## src/rtl/elastic_delay_if.sv

```systemverilog
// Handshake bundle for elastic_delay: upstream push port, downstream pop port,
// flush control and occupancy readout.
interface elastic_delay_if #(
  parameter int WIDTH = 32,
  parameter int DEPTH = 4
);
  localparam int CW = $clog2(DEPTH + 1);

  logic             flush;
  logic             in_valid;
  logic             in_ready;
  logic [WIDTH-1:0] in;
  logic             out_valid;
  logic             out_ready;
  logic [WIDTH-1:0] out;
  logic [CW-1:0]    count;

  modport slave (
    input  flush, in_valid, in, out_ready,
    output in_ready, out_valid, out, count
  );

  modport master (
    output flush, in_valid, in, out_ready,
    input  in_ready, out_valid, out, count
  );
endinterface

```

## src/rtl/elastic_delay.sv

```systemverilog
// DEPTH-stage valid/ready delay line; empty stages let words slide forward so a
// downstream stall only backs up to the first bubble.
module elastic_delay_stage #(
  parameter int WIDTH = 32,
  parameter int SAFE  = 0
) (
  input  logic             clk,
  input  logic             reset,
  input  logic             flush,
  input  logic             ld,
  input  logic             prev_v,
  input  logic [WIDTH-1:0] prev_d,
  output logic             v,
  output logic [WIDTH-1:0] d
);
  localparam logic [WIDTH-1:0] RST_D = (SAFE != 0) ? '0 : 'x;

  always_ff @(posedge clk) begin
    if (reset) begin
      v <= 1'b0;
      d <= RST_D;
    end else if (flush) begin
      v <= 1'b0;
    end else if (ld) begin
      v <= prev_v;
      // a bubble moving in leaves the old data in place
      if (prev_v) d <= prev_d;
    end
  end
endmodule

module elastic_delay #(
  parameter int WIDTH = 32,
  parameter int DEPTH = 4,
  parameter int SAFE  = 0
) (
  input  logic           clk,
  input  logic           reset,
  elastic_delay_if.slave bus
);
  localparam int CW = $clog2(DEPTH + 1);

  if (DEPTH < 1) begin : g_bad_depth
    $error("elastic_delay: DEPTH must be >= 1");
  end

  // index 0 is the upstream port, index i+1 is stage i
  logic [DEPTH:0]            vld_pipe;
  logic [DEPTH:0][WIDTH-1:0] dat_pipe;
  logic [DEPTH:0]            rdy;
  logic [CW-1:0]             count_q;
  logic                      accept, consume;

  assign vld_pipe[0] = bus.in_valid;
  assign dat_pipe[0] = bus.in;
  assign rdy[DEPTH]  = bus.out_ready;

  for (genvar i = 0; i < DEPTH; i++) begin : g_stage
    assign rdy[i] = !vld_pipe[i+1] | rdy[i+1];

    elastic_delay_stage #(.WIDTH(WIDTH), .SAFE(SAFE)) u_stage (
      .clk    (clk),
      .reset  (reset),
      .flush  (bus.flush),
      .ld     (rdy[i]),
      .prev_v (vld_pipe[i]),
      .prev_d (dat_pipe[i]),
      .v      (vld_pipe[i+1]),
      .d      (dat_pipe[i+1])
    );
  end

  assign bus.in_ready  = rdy[0] & !bus.flush;
  assign bus.out_valid = vld_pipe[DEPTH];
  assign bus.out       = dat_pipe[DEPTH];
  assign bus.count     = count_q;

  assign accept  = bus.in_valid & bus.in_ready;
  assign consume = bus.out_valid & bus.out_ready;

  always_ff @(posedge clk) begin
    if (reset || bus.flush) count_q <= '0;
    else                    count_q <= count_q + CW'(accept) - CW'(consume);
  end
endmodule

```

## src/flat_wrapper.sv

```systemverilog
// flat-port wrapper written by rule: the top's interface ports become plain ports
module elastic_delay_flat 
#(
  parameter int WIDTH = 32,
  parameter int DEPTH = 4,
  parameter int SAFE  = 0
)
  (clk, reset, bus_flush, bus_in_valid, bus_in, bus_out_ready, bus_in_ready, bus_out_valid, bus_out, bus_count);
  elastic_delay_if #(.WIDTH(WIDTH), .DEPTH(DEPTH)) bus_i ();
  input  logic clk;
  input  logic reset;
  input wire logic [$bits(bus_i.flush)-1:0] bus_flush;
  input wire logic [$bits(bus_i.in_valid)-1:0] bus_in_valid;
  input wire logic [$bits(bus_i.in)-1:0] bus_in;
  input wire logic [$bits(bus_i.out_ready)-1:0] bus_out_ready;
  output wire logic [$bits(bus_i.in_ready)-1:0] bus_in_ready;
  output wire logic [$bits(bus_i.out_valid)-1:0] bus_out_valid;
  output wire logic [$bits(bus_i.out)-1:0] bus_out;
  output wire logic [$bits(bus_i.count)-1:0] bus_count;
  assign bus_i.flush = bus_flush;
  assign bus_i.in_valid = bus_in_valid;
  assign bus_i.in = bus_in;
  assign bus_i.out_ready = bus_out_ready;
  assign bus_in_ready = bus_i.in_ready;
  assign bus_out_valid = bus_i.out_valid;
  assign bus_out = bus_i.out;
  assign bus_count = bus_i.count;
  elastic_delay #(.WIDTH(WIDTH), .DEPTH(DEPTH), .SAFE(SAFE)) u_core (.clk(clk), .reset(reset), .bus(bus_i));
endmodule
```

## config.mk

```make
export PLATFORM = sky130hd
export DESIGN_NAME = elastic_delay_flat
export DESIGN_NICKNAME = d
export VERILOG_FILES = /design/src/rtl/elastic_delay_if.sv /design/src/rtl/elastic_delay.sv /design/src/flat_wrapper.sv
export SDC_FILE = /design/constraint.sdc
export NUM_CORES = 1
export LEC_CHECK = 0
export CAP_MARGIN = 30
export CORE_UTILIZATION = 25
export DETAILED_ROUTE_END_ITERATION = 7
export PLACE_DENSITY = 0.43
export SKIP_CTS_REPAIR_TIMING = 1
export SLEW_MARGIN = 10
export SYNTH_ARGS = -nofsm -noshare
export SYNTH_HDL_FRONTEND = slang
export SYNTH_SLANG_ARGS = --single-unit
```

## constraint.sdc

```tcl
create_clock -name clk -period 2.7 [get_ports clk]
set_clock_uncertainty 0.1 [all_clocks]
set_input_delay 0.54 -clock clk [delete_from_list [all_inputs] [get_ports clk]]
set_output_delay 0.54 -clock clk [all_outputs]
set_load 0.01 [all_outputs]
```

==> results of run 1 <==
## power groups by stage
stage,sequential (µW),combinational [µW],clock (µW)
2_1_floorplan,2570,110,0
3_3_place_gp,2580,221,0
3_5_place_dp,2580,222,0
4_1_cts,2540,223,2190
5_1_grt,2550,232,2270
6_report,2540,214,2120
## path summary, 6_finish.rpt
| check | start | to | slack (ns) | depth (start not counted) |
|---|---|---|---|---|
| max reg2reg | u_core.g_stage[1].u_stage.v | u_core.bus.count[2] | 0.68 | 7 |
| min reg2reg | u_core.g_stage[1].u_stage.d[18] | u_core.g_stage[2].u_stage.d[18] | 0.31 | 0 |
| min | u_core.g_stage[1].u_stage.d[18] | u_core.g_stage[2].u_stage.d[18] | 0.31 | 0 |
| max | bus_out_ready | u_core.bus.count[2] | 0.40 | 8 |
## per-stage QoR
| step | instance area [µm²] | setup TNS, ns | instances |
|---|---|---|---|
| after floorplan | 4530 | 0 | 203 |
| after global placement | 5390 | 0 | 476 |
| after detailed placement | 5390 | -0.0314 | 476 |
| after CTS | 5940 | 0 | 508 |
| after global routing | 5940 | 0 | 508 |
| final | 5940 | 0 | 508 |
## cells by family after synthesis
family / synth area share
XOR/XNOR: 0.00499
AND/OR/NAND/NOR: 0.0235
adder cells (fa/ha/maj): 0.00997
flip-flops: 0.882
AO/OA/AOI/OAI: 0.0172
buffers and inverters: 0.0623
## registers in the layout, indices dropped and copies added (netlist names)
| signal | count |
|---|---|
| u_core.g_stage.u_stage.d | 128 |
| u_core.g_stage.u_stage.v | 4 |
| u_core.bus.count | 3 |
## cell type report
class	instances	area share
clock buffer	18	0.0722
inverter	5	0.00316
clock inverter	14	0.0208
sequential	135	0.670
timing repair buffer	82	0.139
tap	225	0.0474
multi-input combinational	29	0.0474
## Yosys cell counts, drive strengths merged
library cell and instances:
a31o 1, nor3 2, and2b 1, dfxtp 7, nand2b 4, a21boi 1, buf 34, edfxtp 128
fa 1, a22o 1, a211oi 1, xnor3 1, inv 5, o21a 2, and2 2, nor3b 1
nor2 2, and3b 2, o21bai 2, ha 2, a21oi 2, and4b 1
## layer usage
metal  up-vias  wire [µm]  global-route usage
met1       845       2190              0.0687
met2        49       3240               0.123
met4         0        157              0.0500
met3        10        359              0.0433
met5         -          0                   0
li1        872          -                   -
==> run summary, run 1 <==
Min Clock Period, post-route = 2.30 ns
Final period utilization = 0.854
Vias = 1776
Kind of critical path = input pin to flop
Max Root-Sink Buffers = 2
Area of the multi-input gates = 282 µm²
Rel. slew slack = 0.849
Fin util = 0.340
CP max-delay cell = clkdlybuf4s50_1
Synth Register Bits = 135
Cells along the critical path = clkdlybuf4s50_1, and4b_1, a21oi_1, ha_1, inv_1, fa_1, xnor3_1, nor3_1
Outcome = completed
Crit path required time = 2.94 ns
CTS tree = built
Leading cell type in the layout, fill and taps excluded = edfxtp_1
RD Place Congestion = 0.645
Area Overhead vs Synth = 31.6%
Syn_area_per_cell = 22.3 µm²
Rows = 48
Post-synthesis cell area = 4520 µm²
RSZ-0062 raised after global routing = false
Drt drc = 0
PwrDens = 819 nW/µm²
Most frequent cells in the layout = edfxtp_1 (128), clkdlybuf4s50_1 (72), clkbuf_16 (17), buf_4 (7), dfxtp_1 (7)
Max cap viols = 0
Hold Violations, Final = 0
Cells after Synth = 203
Clock latency on the worst-skew pair = 0.41 ns
Fillcell total = 1658
Pins Over Slew Limit = 0
CTS Buf Count = 17
Clk slew on worst S/H paths = 0.06 ns
Worst Tran Pin Value = 0.226 ns
Critical path's largest stage delay = 0.50 ns
# IOs = 74
Final worst setup slack = 0.396 ns
Hold Crit Class = flop to flop
Global-route wire length before repair = 9470 µm
CTS H-tree lvls = 4
Sequential-to-total area share from yosys stat = 0.882
Max FO, Critical Path = 5
Remaining global-route overflow = 0
Root Buffer = clkbuf_16
Drt total wl = 5950 µm
Vias/cell = 3.50
Synth area leaders = edfxtp_1 (85%), buf_4 (5.3%), dfxtp_1 (3.1%), ha_1 (0.55%), nand2b_1 (0.55%)
DRT antenna net count = 0
Pin count of the biggest net entering global routing = 33
Worst Path Buf+Inv = 2
DRT Pass-1 Iters = 4
Combinational Power Share = 0.044
CTS sink count = 135
Max frequency = 434 MHz
Initial antenna violation count = 0
Psw = 982 µW
Clock share of power = 0.435
Worst VDD drop = 406 µV
Finish-stage setup viols = 0
Final net count = 310
Hold slack = 0.312 ns
Reg power frac = 0.521
Post-layout total power = 4870 µW
Post-synth top area share = 0.851
Die area = 18600 µm²
Yosys top cell by area = edfxtp_1
WL per Instance = 11.7 µm
Vias in the first global route = 1881
DR iter-0 viols = 61
P_int = 3890 µW
Synth Net Count = 243
Reg area = 3980 µm²
CP delay by family, top = buffers and inverters
Critical Path Sink Type = flop
Worst Path Arrival = 2.54 ns
Ant. Diodes = 0
Initial Util = 0.258
Gr usage total = 0.0744
DPL Wire Length = 4080 µm
Net Sw Frac = 0.202
Die W = 136 µm
Core area = 17500 µm²
Port bufs = 73
Synth Warn # = 0
Die span in y = 136 µm
Share of post-route cells with drive strength above 1 = 0.159
Place WS = -0.0314 ns
Pleak = 0.00205 µW
Critical Path Start Type = input pin
Yosys cell types = 25
(Power assumes the default switching activity.)
==> inputs of run 2 (changes only) <==
--- a/config.mk
+++ b/config.mk
@@ -9,6 +9,7 @@
 export CORE_UTILIZATION = 25
 export DETAILED_ROUTE_END_ITERATION = 7
 export PLACE_DENSITY = 0.43
+export SETUP_SLACK_MARGIN = 0.3
 export SKIP_CTS_REPAIR_TIMING = 1
 export SLEW_MARGIN = 10
 export SYNTH_ARGS = -nofsm -noshare
==> run 2 against run 1 <==
  * Fmax rose by 1.6%
  * Final cell count did not move
  * Sequential power barely moved
  * Worst setup slack improved by 0.035 ns
  * Utilization barely moved
  * Critical path type unchanged
  * Largest cell class unchanged
  * Largest power group unchanged
==> run summary, run 2 (synthesis results as in run 1) <==
Finish-stage setup viols = 0
Max frequency = 441 MHz
RSZ-0062 raised after global routing = false
Hold Violations, Final = 0
CP max-delay cell = clkdlybuf4s50_1
Vias/cell = 3.49
DPL Wire Length = 4080 µm
Final worst setup slack = 0.431 ns
# IOs = 74
Max Root-Sink Buffers = 2
Placed cells = 476
Ant. Diodes = 0
DR iter-0 viols = 61
Rows = 48
Drt total wl = 5950 µm
Share of post-route cells with drive strength above 1 = 0.163
Initial Util = 0.258
Final net count = 310
DRT antenna net count = 0
Core area = 17500 µm²
Crit path required time = 2.94 ns
Clock latency on the worst-skew pair = 0.41 ns
DRT Pass-1 Iters = 4
Remaining global-route overflow = 0
Max FO, Critical Path = 5
Pin count of the biggest net entering global routing = 33
Vias in the first global route = 1881
Die W = 136 µm
Initial antenna violation count = 0
Rel. slew slack = 0.849
Leading cell type in the layout, fill and taps excluded = edfxtp_1
CTS Buf Count = 17
Root Buffer = clkbuf_16
Hold slack = 0.312 ns
Finished Layout Cells = 508
Area Overhead vs Synth = 31.7%
Min Clock Period, post-route = 2.27 ns
Pins Over Slew Limit = 0
CTS tree = built
CTS sink count = 135
Setup_tns = 0 ns
Biggest register = u_core.g_stage.u_stage.d
Critical Path Sink Type = flop
Kind of critical path = input pin to flop
Cells along the critical path = clkdlybuf4s50_1, and4b_1, a21oi_2, ha_1, inv_1, fa_1, xnor3_1, nor3_1
Drt drc = 0
Port bufs = 73
Hold Crit Class = flop to flop
Critical path's largest stage delay = 0.50 ns
Pleak = 0.00205 µW
Final period utilization = 0.840
R2R Setup Slk = 0.71 ns
Die area = 18600 µm²
Worst Tran Pin Value = 0.226 ns
Most frequent cells in the layout = edfxtp_1 (128), clkdlybuf4s50_1 (72), clkbuf_16 (17), buf_4 (7), dfxtp_1 (7)
Vias = 1775
Worst Path Arrival = 2.51 ns
Max cap viols = 0
PwrDens = 819 nW/µm²
Max reg flops = 128
Global-route wire length before repair = 9470 µm
Place WS = -0.0314 ns
Fin util = 0.340
Critical Path Start Type = input pin
Worst VDD drop = 406 µV
Outcome = completed
Clk slew on worst S/H paths = 0.06 ns
Fillcell total = 1656
WL per Instance = 11.7 µm
CTS H-tree lvls = 4
Die span in y = 136 µm
Gr usage total = 0.0744
RD Place Congestion = 0.645
## run 2: final timing paths
check | start | to | cells after the start
worst min register to register | u_core.g_stage[1].u_stage.d[18] | u_core.g_stage[2].u_stage.d[18] | 0
worst max register to register | u_core.g_stage[3].u_stage.v | u_core.bus.count[2] | 8
worst max-delay path | bus_out_ready | u_core.bus.count[2] | 8
worst min-delay path | u_core.g_stage[1].u_stage.d[18] | u_core.g_stage[2].u_stage.d[18] | 0
## run 2: worst max-delay path: cells and delay by family
family                     cells  cell delay, ns
AOI/OAI and AO/OA              1            0.16
xor gates and xnor gates       1            0.36
adders and majority gates      2            0.51
buffers and inverters          2            0.54
and+or+nand+nor                2            0.38
## run 2: area by class of cell
| cell class | count | area, µm² | area share |
|---|---|---|---|
| clock inverter | 14 | 124 | 0.0208 |
| inverter | 5 | 18.8 | 0.00316 |
| tap | 225 | 282 | 0.0473 |
| clock buffer | 18 | 429 | 0.0721 |
| timing repair buffer | 82 | 826 | 0.139 |
| multi-input combinational | 29 | 285 | 0.0480 |
| sequential | 135 | 3980 | 0.670 |
## run 2: per-stage QoR
step | power (µW) | area (µm²)
floorplan | 2680 | 4530
finish | 4870 | 5950
global route | 5060 | 5950
CTS | 4950 | 5940
global placement | 2800 | 5390
detailed placement | 2810 | 5390
## run 2: layer usage
metal  share of wire  up-vias  GRT usage
met5               0        -          0
met4           0.026        0     0.0500
met1            0.37      844     0.0687
met2            0.54       49      0.123
met3           0.060       10     0.0433
li1                -      872          -
## run 2: where the power goes
| part | switching [µW] | internal, µW |
|---|---|---|
| Sequential | 38.2 | 2500 |
| Clock | 852 | 1270 |
| Combinational | 92.5 | 121 |
